===== src/rtl/pyc_byte_mem_arb_pkg.sv =====
// rtl/pyc_byte_mem_arb_pkg.sv - shared constants for the two-port byte memory arbiter
// Contents:
//   pyc_state_t  FSM state encoding (IDLE=0, ACCESS=1, RESP=2), visible to benches
//   NUM_PORTS    number of requester ports
//   grant_index  converts a one-hot two-port grant into a port index
package pyc_byte_mem_arb_pkg;

  typedef enum logic [1:0] {
    ST_IDLE   = 2'd0,
    ST_ACCESS = 2'd1,
    ST_RESP   = 2'd2
  } pyc_state_t;

  localparam int NUM_PORTS = 2;

  function automatic logic grant_index(input logic [NUM_PORTS-1:0] grant);
    return grant[1];
  endfunction

endpackage


===== src/rtl/pyc_rr_arb2.sv =====
// rtl/pyc_rr_arb2.sv - two-way round-robin picker with last-grant pointer
// Ports:
//   clk, rst        clock, synchronous active-high reset
//   valid[1:0]      requesters currently asking
//   last            index of the port accepted this cycle
//   advance         a grant was accepted; record last into the pointer
//   grant[1:0]      one-hot winner (0 when nobody is valid)
module pyc_rr_arb2
  import pyc_byte_mem_arb_pkg::*;
(
  input  logic                 clk,
  input  logic                 rst,
  input  logic [NUM_PORTS-1:0] valid,
  input  logic                 last,
  input  logic                 advance,
  output logic [NUM_PORTS-1:0] grant
);

  // Index of the port granted most recently. Resetting to 1 makes port 0
  // the winner of the first tie.
  logic last_q;

  always_ff @(posedge clk) begin
    if (rst) begin
      last_q <= 1'b1;
    end else if (advance) begin
      last_q <= last;
    end
  end

  always_comb begin
    grant = valid;
    if (valid == 2'b11) begin
      grant = last_q ? 2'b01 : 2'b10;
    end
  end

endmodule


===== src/rtl/pyc_byte_mem_arb.sv =====
// rtl/pyc_byte_mem_arb.sv - two-requester arbiter onto a single-port byte memory
// Ports:
//   clk, rst                        clock, synchronous active-high reset
//   rN_req_valid/ready              request handshake, N = 0, 1
//   rN_req_write/addr/wdata/wstrb   request payload
//   rN_resp_valid/ready             response handshake
//   rN_resp_rdata                   read data (0 for writes, 0 for non-owner)
//   mem_raddr, mem_rdata            memory read port (combinational data)
//   mem_wvalid/waddr/wdata/wstrb    memory write port
module pyc_byte_mem_arb
  import pyc_byte_mem_arb_pkg::*;
#(
  parameter  int ADDR_WIDTH = 64,
  parameter  int DATA_WIDTH = 64,
  localparam int STRB_WIDTH = (DATA_WIDTH + 7) / 8
) (
  input  logic                  clk,
  input  logic                  rst,

  input  logic                  r0_req_valid,
  output logic                  r0_req_ready,
  input  logic                  r0_req_write,
  input  logic [ADDR_WIDTH-1:0] r0_req_addr,
  input  logic [DATA_WIDTH-1:0] r0_req_wdata,
  input  logic [STRB_WIDTH-1:0] r0_req_wstrb,
  output logic                  r0_resp_valid,
  input  logic                  r0_resp_ready,
  output logic [DATA_WIDTH-1:0] r0_resp_rdata,

  input  logic                  r1_req_valid,
  output logic                  r1_req_ready,
  input  logic                  r1_req_write,
  input  logic [ADDR_WIDTH-1:0] r1_req_addr,
  input  logic [DATA_WIDTH-1:0] r1_req_wdata,
  input  logic [STRB_WIDTH-1:0] r1_req_wstrb,
  output logic                  r1_resp_valid,
  input  logic                  r1_resp_ready,
  output logic [DATA_WIDTH-1:0] r1_resp_rdata,

  output logic [ADDR_WIDTH-1:0] mem_raddr,
  input  logic [DATA_WIDTH-1:0] mem_rdata,
  output logic                  mem_wvalid,
  output logic [ADDR_WIDTH-1:0] mem_waddr,
  output logic [DATA_WIDTH-1:0] mem_wdata,
  output logic [STRB_WIDTH-1:0] mem_wstrb
);

  pyc_state_t            state;
  logic                  owner_q;
  logic                  write_q;
  logic [ADDR_WIDTH-1:0] addr_q;
  logic [DATA_WIDTH-1:0] wdata_q;
  logic [STRB_WIDTH-1:0] wstrb_q;
  logic [DATA_WIDTH-1:0] rdata_q;

  logic [NUM_PORTS-1:0]  req_valid;
  logic [NUM_PORTS-1:0]  grant;
  logic [NUM_PORTS-1:0]  req_ready;
  logic                  req_hs;
  logic                  win;
  logic                  resp_hs;

  assign req_valid = {r1_req_valid, r0_req_valid};

  pyc_rr_arb2 u_rr (
    .clk     (clk),
    .rst     (rst),
    .valid   (req_valid),
    .last    (win),
    .advance (req_hs),
    .grant   (grant)
  );

  // Readies are masked by rst so nothing is accepted in a reset cycle,
  // which also keeps the arbiter pointer from moving.
  assign req_ready = grant & {NUM_PORTS{(state == ST_IDLE) && !rst}};
  assign req_hs    = |(req_valid & req_ready);
  assign win       = grant_index(req_ready);
  assign resp_hs   = (state == ST_RESP) && (owner_q ? r1_resp_ready : r0_resp_ready);

  assign r0_req_ready = req_ready[0];
  assign r1_req_ready = req_ready[1];

  always_ff @(posedge clk) begin
    if (rst) begin
      state   <= ST_IDLE;
      owner_q <= 1'b0;
      write_q <= 1'b0;
      addr_q  <= '0;
      wdata_q <= '0;
      wstrb_q <= '0;
      rdata_q <= '0;
    end else begin
      case (state)
        ST_IDLE: begin
          if (req_hs) begin
            owner_q <= win;
            write_q <= win ? r1_req_write : r0_req_write;
            addr_q  <= win ? r1_req_addr  : r0_req_addr;
            wdata_q <= win ? r1_req_wdata : r0_req_wdata;
            wstrb_q <= win ? r1_req_wstrb : r0_req_wstrb;
            state   <= ST_ACCESS;
          end
        end
        ST_ACCESS: begin
          rdata_q <= write_q ? '0 : mem_rdata;
          state   <= ST_RESP;
        end
        ST_RESP: begin
          if (resp_hs) begin
            state <= ST_IDLE;
          end
        end
        default: state <= ST_IDLE;
      endcase
    end
  end

  // The latched request only changes on acceptance, so outside ACCESS the
  // memory port naturally holds the values of the last access.
  assign mem_raddr  = addr_q;
  assign mem_waddr  = addr_q;
  assign mem_wdata  = wdata_q;
  assign mem_wstrb  = wstrb_q;
  assign mem_wvalid = (state == ST_ACCESS) && write_q && !rst;

  // Response data is exposed only to the owner while in RESP so a stale
  // value from another port's transaction never leaks.
  assign r0_resp_valid = (state == ST_RESP) && !owner_q && !rst;
  assign r1_resp_valid = (state == ST_RESP) &&  owner_q && !rst;
  assign r0_resp_rdata = ((state == ST_RESP) && !owner_q) ? rdata_q : '0;
  assign r1_resp_rdata = ((state == ST_RESP) &&  owner_q) ? rdata_q : '0;

endmodule


===== config.mk =====
export PLATFORM = sky130hd
export DESIGN_NAME = pyc_byte_mem_arb
export DESIGN_NICKNAME = d
export VERILOG_FILES = /design/src/rtl/pyc_byte_mem_arb_pkg.sv /design/src/rtl/pyc_rr_arb2.sv /design/src/rtl/pyc_byte_mem_arb.sv
export SDC_FILE = /design/constraint.sdc
export NUM_CORES = 1
export LEC_CHECK = 0
export ABC_AREA = 1
export CORE_AREA = 2 2 266 268
export CTS_CLUSTER_DIAMETER = 150
export DETAILED_ROUTE_END_ITERATION = 8
export DIE_AREA = 0 0 268 270
export RECOVER_POWER = 50
export SETUP_SLACK_MARGIN = 0.05
export SYNTH_ARGS = -nofsm -noshare
export SYNTH_HDL_FRONTEND = slang
export SYNTH_SLANG_ARGS = --single-unit
export TNS_END_PERCENT = 50

===== constraint.sdc =====
create_clock -name clk -period 1.3 [get_ports clk]
set_input_delay 0.26 -clock clk [delete_from_list [all_inputs] [get_ports clk]]
set_output_delay 0.26 -clock clk [all_outputs]
set_load 0.03 [all_outputs]

==> summary by stage <==
Floorplan
The area of the die is 72400 um^2. The vertical die dimension is 270 um. In this run the count of I/O pins placed on the die edge is 677. Measured along the x axis, the die boundary spans 268 um. The initial utilization of the core area, before any placement, comes to 18.1%.

The total core area is 69500 um^2. Row generation in the floorplan step produced 97 rows.

Setup path
By instance count, the cell type seen most on the critical path is buf_12. The signal on the critical path passes through nor3_4 > inv_6 > buf_12 > buf_12 > nor2_4 > buf_6. The length in cells of the worst reg-to-reg path is 7.

The arrival time reported for the critical path endpoint is 1850 ps. The reg2reg setup slack is -340 ps. The cell class contributing the biggest share of worst-path delay is buffers and inverters.

The category of the worst setup path launch point is a flip-flop. The setup path with the least slack is of type flip-flop to output port. The endpoint kind of the worst setup timing path is an output port. The endpoint identified for the worst register-to-register timing path is mem_wdata[22]$_SDFFE_PP0P_.

The standard cell with the maximum stage delay on the critical path is dfxtp_4. The total number of cells along the worst setup path is 6. In this run the critical register-to-register path is launched from u_rr.last_q$_SDFFE_PP1P_. Of all nets on the critical path, the largest fanout is 17. The stage delay of the slowest cell on the critical path is 360 ps. Together, buffers and inverters on the worst path number 4.

The required time of the critical path is 1040 ps.

Finish
The core utilization of the finished layout is 34.8%. The area growth from synthesis to layout is 92.5%. The share of final-layout standard cells stronger than drive strength 1 is 27.2%.

In the final layout, flip-flops and latches occupy 4130 um^2. For this run, the post-layout net count is 3031. After routing the design area is 24200 um^2. The number of diodes is 0. The area used by multi-input combinational logic is 7000 um^2. The number of filler cells placed in the layout is 7227.

Power and ir drop
Power spread over the standard cell area amounts to 1060 nW/um^2. The leakage power figure is 0.0107 uW. Total power for the finished layout comes to 25600 uW. The worst-case IR drop observed on VDD is 0.737 mV.

Timing
The highest clock rate is 473 MHz. Across the routed clock network, the largest skew measured is 18.4 ps. For the pin with the worst max-slew slack, the measured transition is 556 ps. Setup violations remaining at the end of the flow were counted as 524.

The final critical delay including setup and external delays is 2110 ps. The post-route fraction of the period consumed by the critical path is 163%. The number of hold violations in the final report was 0. The number of pins with negative max-slew slack in the final report was 0. Once routing completed, OpenROAD measured the worst setup slack at -813 ps. Setup repair after global routing could not meet its margin everywhere. The worst hold slack is 321 ps.

The headroom to the max-slew limit is 62.9%.

Route
For this run, the detailed router's first-pass iteration total came to 5. The routed wire length per instance is 16.6 um. The via count of the routed design is 14.6k.

The first routing iteration left 635 violations. In the routed layout, each cell is associated on average with a via count of 3.99. The number of nets still failing antenna checks after routing is 0. After detailed routing, the total wire length is 60600 um. The detailed-route DRC error count is 0.

Yosys
Synthesis instantiated 18 different standard cells from the library. The post-synthesis average cell area is 6.22 um^2. After Yosys synthesis, full adders, half adders and majority gates account for 0% of the synthesized area. Yosys printed 0 warnings. The share of synthesized area occupied by flip-flops and latches is 32.7%. Summing the areas of all and, or, nand and nor instances in the mapped netlist gives 31.9% of the synthesized area.

Summing the areas of all compound-gate instances in the mapped netlist gives 14.7% of the synthesized area. The most common cell in the synthesized netlist is nor2_1. The synthesized design contains 205 register bits. The portion of synthesized area spent on multiplexers is 0%. Ranked by total cell area, the synthesized netlist is headed by dfxtp_1 33%, nor2_1 12%, nand3_1 11%.

The area share of the largest cell type after synthesis is 32.7%. The number of nets in the synthesized netlist is 2364. By count the netlist is led by 407 x nor2_1, 346 x inv_1, 284 x nand2_1.

In the synthesized netlist the dominant register cell turns out to be dfxtp_1. The post-synthesis instance area is 12600 um^2. The synthesized instance count is 2020. The dominant combinational cell family by area after synthesis is simple AND/OR/NAND/NOR gates. The number of flops mapped to enable cells by yosys is 0.

The biggest area contributor in the post-synthesis netlist is dfxtp_1. The synthesized-area fraction occupied by xor and xnor cells is 0%. Of all flip-flops after synthesis, the portion carrying an async set or reset was 0%.

Hold path
In this run the worst hold path is classified as primary input to flip-flop. The worst hold path terminates at rdata_q[55]$_SDFFE_PP0N_. Along the worst hold path, the cell count comes to 3. The start point of the worst min-delay path is mem_rdata[55].

Run
The number of max-cap violations is 0.

Clocking
The count of clock tree sinks is 205. The number of H-tree levels is 1. TritonCTS built the clock tree.

The number of buffers created by CTS is 26. The root buffer cell is clkbuf_16. For this design, the CTS-stage hold fixing added 0 buffers. The longest clock path from root to sink contains 3 buffers. The clock transition at the registers of the reported paths is 60 ps. The clock network latency to the later pin of the worst-skew pair is 570 ps.

Outcome
The final reports fail on setup timing. The flow ran to the end, but the final reports show violations.

Global route
The global-route wire length before repair is 84200 um. The global-route usage over all layers is 15.0%. The initial antenna violation count is 1. The largest net degree at the start of global routing is 97. The total overflow left after global routing is 0. The number of global-route vias before repair was 13.8k.

Place
The number of I/O port buffers is 676. Detailed placement ended at an HPWL of 44200 um. OpenSTA, run right after detailed placement, puts the worst setup slack at -725 ps. After detailed placement, the total cell area comes to 22200 um^2. Routability-driven placement finished with a final weighted congestion of 0.870.
[metal layers]
metal | GRT usage [%] | share of wire, %
met4 | 4.37 | 3.0
met3 | 4.05 | 7.4
met2 | 25.8 | 48
met1 | 18.2 | 41
met5 | 0 | 0.021
[how the worst max path moves through the flow]
| stage | startpoint | end |
|---|---|---|
| 3_3_place_gp | r1_req_valid | mem_raddr[39]$_SDFFE_PP0P_ |
| 3_5_place_dp | r1_req_valid | mem_raddr[60]$_SDFFE_PP0P_ |
| 4_1_cts | state[0]$_SDFFE_PP0P_ | r0_resp_rdata[34] |
| 5_1_grt | state[0]$_SDFFE_PP0P_ | r0_resp_rdata[43] |
| 6_report | state[0]$_SDFFE_PP0P_ | r0_resp_rdata[43] |
| 2_1_floorplan | owner_q$_SDFFE_PP0P_ | r0_resp_rdata[13] |
[flip-flops by register name, summed over array words and instances (netlist names)]
signal,flops
mem_wstrb,8
u_rr.last_q,1
rdata_q,64
mem_raddr,64
mem_wdata,64
owner_q,1
write_q,1
state,2
[where the power goes]
part	internal (uW)	switching [uW]	leakage, uW
sequential	7080	597	0.00170
combinational	4830	5770	0.00861
clock	4330	2980	0.000410
total	16200	9350	0.0107
[timing repair]
| item | 4_1_cts | 5_1_grt |
|---|---|---|
| buffers inserted | 2 | 22 |
| endpoints found under the setup margin | 527 | 536 |
| cloned | 0 | 14 |
| pin swaps | 3 | 12 |
| resized for setup | 107 | 148 |
[logic make-up (layout without fill, tap and decap cells)]
kind of cell           after synthesis  in the layout
AOI/OAI and AO/OA                  268            268
buffers and inverters              574           1259
DFF                                205            205
and+or+nand+nor                    973            974
[layout make-up]
cell class,instances,share of cell area [%]
Multi-Input combinational cell,1242,29.0
Clock inverter,4,0.197
Sequential cell,205,17.1
Tap cell,940,4.86
Inverter,347,5.47
Clock buffer,43,3.29
Timing Repair Buffer,865,40.1
[metrics by stage]
step / setup TNS, ps / instances
detailed placement: -122670 / 3561
finish: -152450 / 3646
global placement: -122200 / 3561
global route: -196640 / 3646
CTS: -173440 / 3610
floorplan: -18190 / 2020
[placed cells by master (no fill, tap or decap), types with 3 or more instances in the layout]
cell             count
o21bai_1           131
buf_12             137
nand3_1            272
buf_6               99
nand2_8              4
nor2_4             124
a211oi_1            64
dfxtp_1            189
clkbuf_1            11
nor2_2               8
clkbuf_8             6
buf_16               4
inv_1              342
nand2_1            273
o21bai_4             5
clkbuf_16           37
nand3_2              3
clkdlybuf4s50_1    342
nor2_1             278
buf_4              267
buf_8                3
dfxtp_2             14
nand2_2              7
a21oi_1             66
[worst min-delay path, cell delays in order]
cell	delay [ps]
clkdlybuf4s50_1	400
a21oi_1	130
a211oi_1	50
(Power assumes the default switching activity.)
